[src/rtl/mc_ctrl_fsm_v2.sv]
// Multicycle MIPS-subset control FSM with memory wait states, watchdog FAULT and illegal-opcode flag.
// Optional ADDI decode is built when MC_CTRL_ADDI_EN is defined.
module mc_ctrl_fsm_v2 #(
    parameter int OP_W         = 6,
    parameter int MEM_WAIT_MAX = 15
) (
    input  logic            clk,
    input  logic            reset_n,
    input  logic [OP_W-1:0] op,
    input  logic            zero,
    input  logic            mem_ready,
    output logic            memread,
    output logic            memwrite,
    output logic            alusrca,
    output logic            memtoreg,
    output logic            iord,
    output logic            regwrite,
    output logic            regdst,
    output logic            irwrite,
    output logic [1:0]      pcsource,
    output logic [1:0]      alusrcb,
    output logic [1:0]      aluop,
    output logic            pcen,
    output logic            instr_done,
    output logic            illegal_op,
    output logic            fault,
    output logic [3:0]      state_o
);

    localparam logic [OP_W-1:0] OP_LB    = OP_W'(6'b100000);
    localparam logic [OP_W-1:0] OP_SB    = OP_W'(6'b101000);
    localparam logic [OP_W-1:0] OP_RTYPE = OP_W'(6'b000000);
    localparam logic [OP_W-1:0] OP_BEQ   = OP_W'(6'b000100);
    localparam logic [OP_W-1:0] OP_BNE   = OP_W'(6'b000101);
    localparam logic [OP_W-1:0] OP_J     = OP_W'(6'b000010);
`ifdef MC_CTRL_ADDI_EN
    localparam logic [OP_W-1:0] OP_ADDI  = OP_W'(6'b001000);
`endif

    // A zero-width counter is illegal, so a disabled watchdog still keeps one bit.
    localparam int CNT_W = (MEM_WAIT_MAX > 0) ? $clog2(MEM_WAIT_MAX + 1) : 1;
    localparam logic [CNT_W-1:0] CNT_MAX = CNT_W'(MEM_WAIT_MAX);

    typedef enum logic [3:0] {
        S_FAULT   = 4'b0000,
        S_FETCH   = 4'b0001,
        S_BNEEX   = 4'b0010,
        S_DECODE  = 4'b0101,
        S_MEMADR  = 4'b0110,
        S_LBRD    = 4'b0111,
        S_LBWR    = 4'b1000,
        S_SBWR    = 4'b1001,
        S_RTYPEEX = 4'b1010,
        S_RTYPEWR = 4'b1011,
        S_BEQEX   = 4'b1100,
        S_JEX     = 4'b1101
`ifdef MC_CTRL_ADDI_EN
        ,
        S_ADDIEX  = 4'b1110,
        S_ADDIWR  = 4'b1111
`endif
    } state_t;

    state_t           state;
    state_t           next_state;
    logic [CNT_W-1:0] wait_cnt;

    logic       memread_r, memwrite_r, alusrca_r, memtoreg_r, iord_r;
    logic       regwrite_r, regdst_r, irwrite_r;
    logic [1:0] pcsource_r, alusrcb_r, aluop_r;
    logic       pcwrite, pcwritecond, done_r, illegal_r, fault_r;
    logic       mem_wait, timeout, branch_taken;

    // Handshake: in FETCH/LBRD/SBWR the memory access is held until a cycle with
    // mem_ready=1; that cycle completes the access and the FSM advances on the next edge.
    assign mem_wait = (state == S_FETCH) || (state == S_LBRD) || (state == S_SBWR);
    assign timeout  = (MEM_WAIT_MAX > 0) && mem_wait && !mem_ready && (wait_cnt == CNT_MAX);

    always_ff @(posedge clk) begin
        if (!reset_n) begin
            state    <= S_FETCH;
            wait_cnt <= '0;
        end else begin
            state <= next_state;
            if (next_state != state) begin
                wait_cnt <= '0;
            end else if (mem_wait && !mem_ready && (wait_cnt != '1)) begin
                wait_cnt <= wait_cnt + CNT_W'(1);
            end
        end
    end

    always_comb begin
        next_state  = state;
        memread_r   = 1'b0;
        memwrite_r  = 1'b0;
        alusrca_r   = 1'b0;
        memtoreg_r  = 1'b0;
        iord_r      = 1'b0;
        regwrite_r  = 1'b0;
        regdst_r    = 1'b0;
        irwrite_r   = 1'b0;
        pcsource_r  = 2'b00;
        alusrcb_r   = 2'b00;
        aluop_r     = 2'b00;
        pcwrite     = 1'b0;
        pcwritecond = 1'b0;
        done_r      = 1'b0;
        illegal_r   = 1'b0;
        fault_r     = 1'b0;
        case (state)
            S_FETCH: begin
                memread_r = 1'b1;
                alusrcb_r = 2'b01;
                irwrite_r = mem_ready;
                pcwrite   = mem_ready;
                if (mem_ready) next_state = S_DECODE;
            end
            S_DECODE: begin
                alusrcb_r = 2'b11;
                case (op)
                    OP_LB, OP_SB: next_state = S_MEMADR;
                    OP_RTYPE:     next_state = S_RTYPEEX;
                    OP_BEQ:       next_state = S_BEQEX;
                    OP_BNE:       next_state = S_BNEEX;
                    OP_J:         next_state = S_JEX;
`ifdef MC_CTRL_ADDI_EN
                    OP_ADDI:      next_state = S_ADDIEX;
`endif
                    default: begin
                        next_state = S_FETCH;
                        illegal_r  = 1'b1;
                        done_r     = 1'b1;
                    end
                endcase
            end
            S_MEMADR: begin
                alusrca_r = 1'b1;
                alusrcb_r = 2'b10;
                if (op == OP_LB)      next_state = S_LBRD;
                else if (op == OP_SB) next_state = S_SBWR;
                else                  next_state = S_FETCH;
            end
            S_LBRD: begin
                memread_r = 1'b1;
                iord_r    = 1'b1;
                if (mem_ready) next_state = S_LBWR;
            end
            S_LBWR: begin
                regwrite_r = 1'b1;
                memtoreg_r = 1'b1;
                done_r     = 1'b1;
                next_state = S_FETCH;
            end
            S_SBWR: begin
                memwrite_r = 1'b1;
                iord_r     = 1'b1;
                if (mem_ready) begin
                    done_r     = 1'b1;
                    next_state = S_FETCH;
                end
            end
            S_RTYPEEX: begin
                alusrca_r  = 1'b1;
                aluop_r    = 2'b10;
                next_state = S_RTYPEWR;
            end
            S_RTYPEWR: begin
                regdst_r   = 1'b1;
                regwrite_r = 1'b1;
                done_r     = 1'b1;
                next_state = S_FETCH;
            end
            S_BEQEX, S_BNEEX: begin
                alusrca_r   = 1'b1;
                aluop_r     = 2'b01;
                pcsource_r  = 2'b01;
                pcwritecond = 1'b1;
                done_r      = 1'b1;
                next_state  = S_FETCH;
            end
            S_JEX: begin
                pcwrite    = 1'b1;
                pcsource_r = 2'b10;
                done_r     = 1'b1;
                next_state = S_FETCH;
            end
`ifdef MC_CTRL_ADDI_EN
            S_ADDIEX: begin
                alusrca_r  = 1'b1;
                alusrcb_r  = 2'b10;
                next_state = S_ADDIWR;
            end
            S_ADDIWR: begin
                regwrite_r = 1'b1;
                done_r     = 1'b1;
                next_state = S_FETCH;
            end
`endif
            S_FAULT: begin
                fault_r    = 1'b1;
                next_state = S_FAULT;
            end
            default: next_state = S_FETCH;
        endcase
        if (timeout) next_state = S_FAULT;
    end

    assign branch_taken = (state == S_BNEEX) ? ~zero : zero;

    // Outputs are held low during reset; state_o still shows the register.
    assign memread    = reset_n & memread_r;
    assign memwrite   = reset_n & memwrite_r;
    assign alusrca    = reset_n & alusrca_r;
    assign memtoreg   = reset_n & memtoreg_r;
    assign iord       = reset_n & iord_r;
    assign regwrite   = reset_n & regwrite_r;
    assign regdst     = reset_n & regdst_r;
    assign irwrite    = reset_n & irwrite_r;
    assign pcsource   = reset_n ? pcsource_r : 2'b00;
    assign alusrcb    = reset_n ? alusrcb_r : 2'b00;
    assign aluop      = reset_n ? aluop_r : 2'b00;
    assign pcen       = reset_n & (pcwrite | (pcwritecond & branch_taken));
    assign instr_done = reset_n & done_r;
    assign illegal_op = reset_n & illegal_r;
    assign fault      = reset_n & fault_r;
    assign state_o    = state;

endmodule
[config.mk]
export PLATFORM = sky130hd
export DESIGN_NAME = mc_ctrl_fsm_v2
export DESIGN_NICKNAME = d
export VERILOG_FILES = /design/src/rtl/mc_ctrl_fsm_v2.sv
export SDC_FILE = /design/constraint.sdc
export NUM_CORES = 1
export LEC_CHECK = 0
export ABC_AREA = 1
export BUFFER_PORTS_ARGS = -buffer_cell sky130_fd_sc_hd__buf_4
export CORE_ASPECT_RATIO = 0.8
export CORE_MARGIN = 8
export CORE_UTILIZATION = 43
export DETAILED_ROUTE_END_ITERATION = 10
export GPL_TIMING_DRIVEN = 0
export PLACE_DENSITY = 0.68
export SLEW_MARGIN = 20
export SYNTH_ARGS = -nofsm -noshare
export SYNTH_HDL_FRONTEND = slang
export SYNTH_SLANG_ARGS = --single-unit
[constraint.sdc]
create_clock -name clk -period 2.1 [get_ports clk]
set_input_delay 0.315 -clock clk [delete_from_list [all_inputs] [get_ports clk]]
set_output_delay 0.315 -clock clk [all_outputs]
set_load 0.005 [all_outputs]
==> results.md <==
- DRC: 0
- Final worst path period need: 1.96 ns
- Die width: 69.1 microns
- Crit path launch: state_o[0]$_SDFF_PN1_
- DRT Wirelength: 2740 microns
- Final total power: 468 uW
- Fmax: 511 MHz
- Mean post-synth cell area: 5.63 sq um
- Root buffer cell: clkbuf_4
- PD cells: 364 nW/um^2
- Ys Warns: 0
- Grt total ovfl: 0
- Core Box Area: 2140 sq um
- Detailed Routing Iterations Pass 1: 4
- Row Count: 15
- Die footprint: 4040 sq um
- RSZ-0062 raised after global routing: no
- Status: completed
- Final Hold Vio Count: 0
- First-pass GRT wire length: 5000 microns
- Post-synthesis sequential area ratio: 16.5%
- CP Capture Type: output pin
- Drt via density: 4.92
- Share of cells above drive strength 1: 29.5%
- Fin. max-slew vios: 0
- Top cells by area, synth: nand2_1 (17%), dfxtp_1 (17%), nor2_1 (14%)
- Initial DRC Count: 70
- Clk sink count: 8
- Most frequent cells in the layout: nand2_1 (44), nor2_1 (36), buf_4 (35)
- CP Data Required Time: 1.78 ns
- Setup violators final: 0
- Input/output buffers: 31
- Antenna violations before repair: 0
- Starting Density: 45.3%
- Max Buffers Root-to-Sink: 2
- FFs w/ async S/R, synth: 0%
- HP Start: reset_n
- Synthesized net count: 183
- Synth-to-Final Area Change: 32.8%
- Antenna Nets Post-Route: 0
- Worst Path Arrival: 1.64 ns
- P_leak: 0.000728 uW
- Commonest non-fill, non-tap cell in the layout: nand2_1
- #FFs+latches synth: 8
- Max Cap Violations: 0
- Antenna Cells: 0
- Clock slew at reported path FFs: 0.05 ns
- Synthesized area: 968 sq um
- # IOs: 32
- Clock latency on the worst-skew pair: 0.26 ns
- Number of synthesized flops with an enable pin: 0
- Pin count of the biggest net entering global routing: 11
- Routed via count: 1156
- CTS tree: done
- Final period util: 93.2%
- Measured slew at the worst slew-check pin: 0.441 ns
- Maximum vdd ir drop: 0.364 mV
- Rel. slew slack: 70.6%
- Post-DR wirelength/cell: 11.7 microns
- H-tree Lvls: 1
- Chip height: 58.4 microns
- Synth unique cells: 27
- Syn Inst Count: 172
- Num CTS Buffers: 3
- Critical R2R Launch: state_o[0]$_SDFF_PN1_
- Total Routing Usage GR: 14.3%
- Gpl congestion: 0.917
- Worst Path Max Fanout: 5
- Crit path kind: register to output pin
- Hold crit path type: input port to register
- Clock Skew: 0.000305 ns
- Largest area contributor in the netlist: nand2_1
- Yosys top cell area share: 17.1%
- Startpoint Class: register
- Number of global-route vias before repair: 1164
- NumNets Final: 223
- Post-synth top flop: dfxtp_1
- Fin Setup TNS: 0 ns
- Detailed Place HPWL: 2280 microns
[per-stage QoR]
stage / instance area (sq um) / hold slack [ns] / utilization, % / std cells / setup slack, ns
floorplan: 968 / 0.384 / - / 172 / 0.615
global placement: 1230 / 0.537 / 57.6 / 228 / 0.367
detailed placement: 1230 / 0.541 / 57.6 / 228 / 0.341
CTS: 1250 / 0.267 / 58.7 / 231 / 0.0583
global route: 1290 / 0.286 / 60.1 / 235 / 0.00116
finish: 1290 / 0.273 / 60.1 / 235 / 0.142
[synth_stat cells, drive strengths merged (2+ instances only)]
master and instances:
nand3 25, a41oi 2, o21ai 2, nor3 6
nand2 47, clkinv 3, a21oi 4, nor2 41
dfxtp 8, inv 26
[layer usage]
layer	wire, microns	vias up	track usage, %
met5	0	-	0
met4	0	0	2.62
met3	141	0	4.19
met2	1180	30	23.6
met1	1410	506	18.1
li1	-	620	-
[registers in the layout, summed over array words and instances, names as in the netlist]
name / flops
wait_cnt: 4
state_o: 4
[path summary, 6_finish.rpt]
check                                                 to  slack, ns  cells past startpoint
worst max-delay path                                pcen       0.14                      8
worst min-delay path               state_o[0]$_SDFF_PN1_       0.27                      2
worst max register to register  wait_cnt[0]$_SDFFE_PP0P_       0.28                     12
worst min register to register  wait_cnt[1]$_SDFFE_PP0P_       0.56                      4
[kinds of logic after synthesis]
logic type / share of synthesized area, %
compound gates: 7.75
xor+xnor: 1.81
fa+ha+maj: 1.29
buf+inv: 11.6
flops: 16.5
simple gates: 61.0
[layout make-up]
| class | count | area (sq um) |
|---|---|---|
| Buffer | 1 | 3.75 |
| Clock buffer | 3 | 22.5 |
| Fill cell | 231 | 853 |
| Inverter | 29 | 109 |
| Multi-Input combinational cell | 134 | 696 |
| Sequential cell | 8 | 161 |
| Tap cell | 25 | 31.3 |
| Timing Repair Buffer | 35 | 263 |
[critical path: stages (launching register included)]
cell and delay (ns):
dfxtp_1 0.41, inv_2 0.09, nor2_4 0.14, buf_4 0.14
nand2_1 0.07, nor2_1 0.14, inv_1 0.10, a41oi_1 0.16
buf_4 0.14
[power by group]
| part | internal (uW) | switching, uW |
|---|---|---|
| Clock | 65.6 | 54.8 |
| Sequential | 158 | 8.57 |
| Combinational | 75.5 | 105 |
[what timing repair did]
| item | CTS | global route |
|---|---|---|
| setup endpoints to repair | 0 | 1 |
| setup buffers | 0 | 4 |
| hold buffers | 0 | 0 |
| resized for setup | 0 | 1 |
Power figures use the tool's default switching activity.
